$ cat src/rtl/uart_tx_stream.sv
// uart_tx_stream: byte FIFO feeding an 8N1/8N2 serial transmitter.
// Stimulus pushes bytes over a valid/ready port; frames leave back-to-back on txd_o
// with no idle gap while the FIFO has data.
//
// Ports:
//   clk_i          bit/system clock, all state on rising edge
//   rst_i          asynchronous active-high reset
//   wr_valid_i     stimulus presents a byte
//   wr_data_i      byte to transmit
//   wr_ready_o     FIFO can accept a byte (low during reset)
//   txd_o          serial line, idle high
//   busy_o         frame in progress or FIFO non-empty
//   fifo_count_o   bytes queued, excluding the one being shifted
//   tx_done_o      one-cycle pulse during the last stop-bit cycle
module uart_tx_stream #(
  parameter int unsigned FIFO_DEPTH = 16,
  parameter int unsigned BAUD_DIV   = 1,
  parameter int unsigned STOP_BITS  = 1
) (
  input  logic                          clk_i,
  input  logic                          rst_i,
  input  logic                          wr_valid_i,
  input  logic [7:0]                    wr_data_i,
  output logic                          wr_ready_o,
  output logic                          txd_o,
  output logic                          busy_o,
  output logic [$clog2(FIFO_DEPTH):0]   fifo_count_o,
  output logic                          tx_done_o
);

  localparam int unsigned PtrW  = $clog2(FIFO_DEPTH);
  localparam int unsigned CntW  = PtrW + 1;
  localparam int unsigned BaudW = $clog2(BAUD_DIV) + 1;

  localparam logic [CntW-1:0]  DepthCnt = CntW'(FIFO_DEPTH);
  localparam logic [BaudW-1:0] BaudLast = BaudW'(BAUD_DIV - 1);
  // The stop phase is timed as one long bit; 2*BAUD_DIV-1 still fits in BaudW bits.
  localparam logic [BaudW-1:0] StopLast = BaudW'(STOP_BITS * BAUD_DIV - 1);

  typedef enum logic [1:0] {StIdle, StStart, StData, StStop} state_e;

  logic [7:0]       mem_q [FIFO_DEPTH];
  logic [PtrW-1:0]  wr_ptr_q, rd_ptr_q;
  logic [CntW-1:0]  count_q;

  state_e           state_q;
  logic [7:0]       shift_q;
  logic [2:0]       bit_idx_q;
  logic [BaudW-1:0] baud_q;
  logic             txd_q;
  logic             tx_done_q;

  logic push, pop;

  // Ready looks only at registered occupancy, so a pop in a full cycle does not open it.
  assign wr_ready_o = (count_q < DepthCnt) && !rst_i;
  assign push       = wr_valid_i && wr_ready_o;
  assign pop        = (count_q != '0) &&
                      ((state_q == StIdle) || ((state_q == StStop) && (baud_q == '0)));

  assign txd_o        = txd_q;
  assign tx_done_o    = tx_done_q;
  assign fifo_count_o = count_q;
  assign busy_o       = (state_q != StIdle) || (count_q != '0);

  // Storage is not reset; occupancy is tracked by the pointers and count.
  always_ff @(posedge clk_i) begin
    if (push) begin
      mem_q[wr_ptr_q] <= wr_data_i;
    end
  end

  always_ff @(posedge clk_i or posedge rst_i) begin
    if (rst_i) begin
      wr_ptr_q <= '0;
      rd_ptr_q <= '0;
      count_q  <= '0;
    end else begin
      if (push) wr_ptr_q <= wr_ptr_q + PtrW'(1);
      if (pop)  rd_ptr_q <= rd_ptr_q + PtrW'(1);
      case ({push, pop})
        2'b10:   count_q <= count_q + CntW'(1);
        2'b01:   count_q <= count_q - CntW'(1);
        default: count_q <= count_q;
      endcase
    end
  end

  always_ff @(posedge clk_i or posedge rst_i) begin
    if (rst_i) begin
      state_q   <= StIdle;
      shift_q   <= '0;
      bit_idx_q <= '0;
      baud_q    <= '0;
      txd_q     <= 1'b1;
      tx_done_q <= 1'b0;
    end else begin
      tx_done_q <= 1'b0;
      unique case (state_q)
        StIdle: begin
          txd_q <= 1'b1;
          if (pop) begin
            shift_q <= mem_q[rd_ptr_q];
            state_q <= StStart;
            txd_q   <= 1'b0;
            baud_q  <= BaudLast;
          end
        end
        StStart: begin
          if (baud_q == '0) begin
            state_q   <= StData;
            txd_q     <= shift_q[0];
            bit_idx_q <= '0;
            baud_q    <= BaudLast;
          end else begin
            baud_q <= baud_q - BaudW'(1);
          end
        end
        StData: begin
          if (baud_q == '0) begin
            if (bit_idx_q == 3'd7) begin
              state_q   <= StStop;
              txd_q     <= 1'b1;
              baud_q    <= StopLast;
              // Single-cycle stop phase: entry cycle is already the last one.
              tx_done_q <= (StopLast == '0);
            end else begin
              shift_q   <= {1'b0, shift_q[7:1]};
              txd_q     <= shift_q[1];
              bit_idx_q <= bit_idx_q + 3'd1;
              baud_q    <= BaudLast;
            end
          end else begin
            baud_q <= baud_q - BaudW'(1);
          end
        end
        StStop: begin
          if (baud_q == '0) begin
            if (pop) begin
              shift_q <= mem_q[rd_ptr_q];
              state_q <= StStart;
              txd_q   <= 1'b0;
              baud_q  <= BaudLast;
            end else begin
              state_q <= StIdle;
            end
          end else begin
            baud_q    <= baud_q - BaudW'(1);
            tx_done_q <= (baud_q == BaudW'(1));
          end
        end
        default: state_q <= StIdle;
      endcase
    end
  end

endmodule

$ cat config.mk
export PLATFORM = sky130hd
export DESIGN_NAME = uart_tx_stream
export DESIGN_NICKNAME = d
export VERILOG_FILES = /design/src/rtl/uart_tx_stream.sv
export SDC_FILE = /design/constraint.sdc
export NUM_CORES = 1
export LEC_CHECK = 0
export ABC_AREA = 1
export ABC_CLOCK_PERIOD_IN_PS = 5600
export CORE_MARGIN = 2
export CORE_UTILIZATION = 49
export DETAILED_ROUTE_END_ITERATION = 8
export PLACE_DENSITY = 0.7
export REMOVE_ABC_BUFFERS = 1
export SLEW_MARGIN = 30
export SYNTH_ARGS = -nofsm -noshare
export SYNTH_HDL_FRONTEND = slang
export SYNTH_SLANG_ARGS = --single-unit
$ cat constraint.sdc
create_clock -name clk_i -period 5.6 [get_ports clk_i]
set_clock_uncertainty 0.05 [all_clocks]
set_input_delay 0.56 -clock clk_i [delete_from_list [all_inputs] [get_ports clk_i]]
set_output_delay 0.56 -clock clk_i [all_outputs]
set_load 0.005 [all_outputs]
==> results_dict.tcl, run 1 <==
set metrics [dict create \
    outcome "finished, final reports clean" \
    cts_root_buffer "clkbuf_16" \
    dr.pass1.iters 5 \
    area_delta_synth_final_pct 12.0 \
    overflow 0 \
    powerDensity_nw_per_um2 555 \
    ys_warn_count 0 \
    clkSinkCount 156 \
    worstMarginPinSlew_ns 0.866 \
    htreeDepth 4 \
    wl_per_cell_um 17.8 \
    synthXorXnorAreaFrac 0.0127 \
    synth_top_family_by_area "simple AND/OR/NAND/NOR gates" \
    fin_crit_sh 0.455 \
    maxCapViolations 0 \
    grt_pass1_wl_um 23800 \
    avgViaCountPerCell 5.43 \
    yosysMostFrequentCell "edfxtp_1" \
    drive_gt1_frac 0.0822 \
    wl_met1_um 6430 \
    hold_class "flop to flop" \
    first_iter_violations 461 \
    cp-start-kind "flop" \
    antenna_found_initial 0 \
    max_freq_mhz 392 \
    port_buffers 19 \
    finalCriticalPeriod_ns 2.55 \
    setup_violations 0 \
    nNetsFinal 670 \
    placed_area_um2 7140 \
    path_clk_slew_ns 0.06 \
    grt_max_degree 79 \
    antenna_cells 0 \
    vias 4548 \
    synthMuxAreaShare 0 \
    avgSynthCellArea_um2 10.9 \
    cp_max_fo 6 \
    ys_types 35 \
    cts_resized 0 \
    globalplace.congestion 0.923 \
    ys_ff_latch 156 \
    num_rows 43 \
    fin_ws_ns 3.05 \
    io_pins 20 \
    crit_type "flop to flop" \
    arrival_ns 2.82 \
    cp.required_ns 5.87 \
    grt_use_total 0.218 \
    synth_area_um2 6890 \
    postCtsSetupRepairBufs 0 \
    place_ws_ns 2.76 \
    yosys.area_share.simple 0.171 \
    synth_top_area_frac 0.558 \
    ctsHoldBuffers 0 \
    irDropWorstVdd_mv 0.286 \
    slew_headroom 0.421 \
    dieWidth_um 123 \
    wl_um 14900 \
    syn_inst 631 \
    async_flop_share 0.179 \
    p_leak_nw 3.03 \
    synthTopCellsByCount "edfxtp_1 (128), nand2_1 (126), nor2_1 (100)" \
    drtAntennaViolNets 0 \
    synthFlopType "edfxtp_1" \
    synth_compound_area_frac 0.0705 \
    grt_pass1_vias 4391 \
    cts_buffers 17 \
    report.final.hold_viol_count 0 \
    cts_tree "yes" \
    synth_largest_area_cell "edfxtp_1" \
    fin_setup_tns_ns 0 \
    drc 0 \
    ys_seq_area_frac 0.660 \
    slew_violations 0 \
    worstSkewPairLatency_ns 0.43 \
    wl_met2_um 7290 \
    wl_met3_um 986 \
    start_util 0.498 \
    die_y_um 123 \
    synth_adder_area_share 0.0272 \
    synth_edf_count 128 \
    finalInstanceArea_um2 7720 \
    instances_no_fill 837 \
    core_area_um2 13800 \
    crit_path_end_kind "flop" \
    cts_buffer_depth 2 \
    place_hpwl_um 9200 \
    synthTopCellsByArea "edfxtp_1 (56%), dfrtp_1 (9.8%), nand2_1 (6.9%)" \
    topRoutingLayerUsed "met4" \
    rsz0062_at_grt "false" \
    dieArea_um2 15000 \
    dpl.cell_count 805 \
    fin_util 0.558 \
]
==> logic make-up after synthesis <==
group / Yosys count
fa+ha+maj: 15
buf+inv: 82
simple gates: 291
xor+xnor: 10
compound gates: 77
flops: 156
==> cell usage in the layout (no fill, tap or decap), types with 3 or more instances in the layout <==
cell type / count
o211ai_2: 8
dfrtp_1: 25
clkbuf_1: 4
nand4_1: 3
xor2_1: 9
inv_2: 4
inv_1: 49
nor2_1: 100
nand2_1: 126
o21ai_1: 7
clkbuf_16: 17
clkinvlp_4: 4
nand3_1: 58
o211ai_1: 4
ha_1: 15
clkdlybuf4s50_1: 19
edfxtp_1: 128
o21ai_0: 36
a21oi_1: 11
a21oi_2: 4
==> sequential cells by signal, indices dropped and copies added (netlist names) <==
register / cells
mem_q: 128
shift_q: 8
fifo_count_o: 5
rd_ptr_q: 4
wr_ptr_q: 4
bit_idx_q: 3
state_q: 2
tx_done_o: 1
txd_o: 1
==> worst max-delay path, cell delays in order, from the launching register on <==
cell	delay (ns)
dfrtp_1	0.38
inv_1	0.10
ha_1	0.30
inv_1	0.09
nand2_1	0.11
inv_1	0.19
ha_1	0.26
xor2_1	0.21
ha_1	0.17
inv_1	0.04
nand2_1	0.11
and3_1	0.19
nor2_1	0.05
nand2_1	0.05
nand2_1	0.05
nand2_1	0.05
nand2_1	0.04
==> power by group <==
| group | switching (W) | internal (W) | total [W] | leakage [nW] |
|---|---|---|---|---|
| combinational | 0.00105 | 0.000539 | 0.00159 | 1.27 |
| clock | 0.000454 | 0.000681 | 0.00113 | 0.270 |
| sequential | 0.000158 | 0.00141 | 0.00156 | 1.49 |
==> per-stage QoR <==
step | hold WS (ns) | total power [W]
floorplan | 0.399 | 0.00265
global placement | 0.412 | 0.00308
detailed placement | 0.417 | 0.00315
CTS | 0.433 | 0.00429
global route | 0.467 | 0.00458
finish | 0.429 | 0.00428
==> layer usage <==
metal | up-vias | GRT usage
met5 | - | 0
met4 | 0 | 0.0769
met3 | 20 | 0.0609
met2 | 153 | 0.347
met1 | 2217 | 0.289
li1 | 2158 | -
==> layout make-up <==
class,count,area [um2]
Tap cell,180,225
Sequential cell,156,4550
Timing Repair Buffer,21,205
Fill cell,1145,6110
Clock buffer,23,468
Inverter,55,209
Clock inverter,9,113
Multi-Input combinational cell,393,1950
==> final timing paths <==
kind                             from  depth (start not counted)         endpoint  slack [ns]
max                        state_q[0]                         16  fifo_count_o[4]        3.05
min                        shift_q[5]                          2       shift_q[5]        0.43
max reg2reg                state_q[0]                         16  fifo_count_o[4]        3.05
min reg2reg                shift_q[5]                          2       shift_q[5]        0.43
max in group asynchronous       rst_i                          3            txd_o        4.70
min in group asynchronous       rst_i                          3      wr_ptr_q[1]        0.49
Power figures use the tool's default switching activity.
==> run 2: changes to the inputs <==
Settings changed: ABC_CLOCK_PERIOD_IN_PS 5600 to 2060, PLACE_DENSITY 0.7 to 0.72.
Clock period 5.6 ns to 2.06 ns, I/O delays scaled along.
==> run 2 against run 1 <==
The run now ends with setup timing left. Cell area rose by 5.6%. Hold slack got worse by 0.31 ns. Via count rose by 3.7%. Critical path depth fell by 1. First-iteration DRC count fell by 29%. Die area did not move. Count of clock-buffer cells in the layout fell by 6. Sequential power rose to 2.6 times the previous value. Worst setup slack got worse by 3.1 ns.
==> results_dict.tcl, run 2 (synthesis gave the netlist of run 1 again) <==
set metrics [dict create \
    outcome "complete, but fails checks" \
    violations "setup timing" \
    grt_pass1_vias 4633 \
    largest_reg_flops 128 \
    max_freq_mhz 470 \
    grt_use_total 0.218 \
    clkSinkCount 156 \
    r2r_cells 15 \
    finalInstanceArea_um2 8150 \
    io_pins 20 \
    dieArea_um2 15000 \
    wl_um 15100 \
    globalplace.congestion 0.929 \
    instances_no_fill 880 \
    finalCriticalPeriod_ns 2.13 \
    crit_type "flop to flop" \
    antenna_found_initial 0 \
    first_iter_violations 328 \
    regMostFlops "mem_q" \
    cp_max_fo 2 \
    area_delta_synth_final_pct 18.3 \
    fin_ws_ns -0.0691 \
    wl_per_cell_um 17.2 \
    place_ws_ns -0.265 \
    place_hpwl_um 9430 \
    most-common-layout-cells "edfxtp_1 (128), nand2_1 (124), nor2_1 (100), nand3_1 (58)" \
    overflow 0 \
    core_area_um2 13800 \
    worstSkewPairLatency_ns 0.42 \
    rsz0062_at_grt "true" \
    dieWidth_um 123 \
    drc 0 \
    path_clk_slew_ns 0.06 \
    cts_tree "yes" \
    maxCapViolations 0 \
    grt_max_degree 79 \
    start_util 0.498 \
    arrival_ns 2.40 \
    report.final.hold_viol_count 0 \
    die_y_um 123 \
    dr.pass1.iters 5 \
    cts_buffers 17 \
    final_common_cell "edfxtp_1" \
    grt_pass1_wl_um 24100 \
    p_leak_nw 3.27 \
    ctsHoldBuffers 0 \
    drive_gt1_frac 0.159 \
    worstMarginPinSlew_ns 0.706 \
    vias 4717 \
    port_buffers 19 \
    setup_violations 1 \
    avgViaCountPerCell 5.36 \
    cp.required_ns 2.33 \
    antenna_cells 0 \
    slew_violations 0 \
    nNetsFinal 714 \
    fillCellCount 1074 \
    drtAntennaViolNets 0 \
    cts_root_buffer "clkbuf_16" \
    irDropWorstVdd_mv 0.862 \
    crit_path_end_kind "flop" \
    powerDensity_nw_per_um2 1550 \
    num_rows 43 \
    htreeDepth 4 \
    cts_buffer_depth 2 \
    dpl.cell_count 845 \
    placed_area_um2 7450 \
    hold_class "primary input to asynchronous set/reset pin" \
    cp-start-kind "flop" \
    slew_headroom 0.528 \
    fin_crit_sh 1.03 \
]
## run 2: changes by cell type in the layout (fill, tap and decap cells not counted), moves of 4 or more
cell      delta
inv_2        +5
inv_1        -5
clkbuf_1     -4
buf_4       +42
ha_4         +4
ha_1         -4
clkinv_2     +4
## run 2: through the flow
stage                     total power (W)  utilization  setup TNS, ns  hold slack [ns]
after floorplan                   0.00721            -          -7.06            0.221
after global placement            0.00883        0.539        -0.0837            0.412
after detailed placement          0.00909        0.539         -0.353            0.428
after CTS                          0.0125        0.587        -0.0510            0.132
after global routing               0.0135        0.590         -0.203            0.168
final                              0.0127        0.590        -0.0691            0.123
## run 2: layout make-up
type	instances	area, um2	share of cell area
repair buffers	65	563	0.0691
clock inverters	14	154	0.0189
clock buffers	17	425	0.0522
flip-flops and latches	156	4550	0.558
well taps	180	225	0.0276
multi-input cells	393	2030	0.249
inverters	55	209	0.0256
## run 2: worst max-delay path, stage by stage, from the launching register on
cell and delay (ns):
dfrtp_1 0.37, inv_2 0.07, ha_4 0.25, inv_2 0.03, nand2_2 0.06, inv_2 0.06, ha_4 0.17, xor2_4 0.16
ha_4 0.16, inv_2 0.05, nand2_2 0.06, and3_4 0.18, o21bai_1 0.17, nand2_1 0.07, nand2_1 0.06, nand2_1 0.05
## run 2: what timing repair did
action | in CTS | in global routing
setup endpoints to repair | 3 | 4
buffers inserted | 3 | 1
resized for setup | 15 | 6
pin swaps | 7 | 5
## run 2: power by group
part	internal (W)	switching, W
registers	0.00382	0.000247
logic	0.00214	0.00338
clock network	0.00188	0.00120
total	0.00783	0.00483
## run 2: routing by layer
metal	track usage	part of all wire
met1	0.283	0.42
met2	0.353	0.50
met3	0.0488	0.060
met4	0.0970	0.025
met5	0	0
## run 2: path summary, 6_finish.rpt
path	startpoint	end	slack [ns]
worst max-delay path	state_q[0]	fifo_count_o[4]	-0.07
worst min-delay path	rst_i	wr_ptr_q[0]	0.12
worst max register to register	state_q[0]	fifo_count_o[4]	-0.07
worst min register to register	shift_q[4]	shift_q[4]	0.44
max in group asynchronous	rst_i	txd_o	1.51
min in group clk_i	shift_q[4]	shift_q[4]	0.44
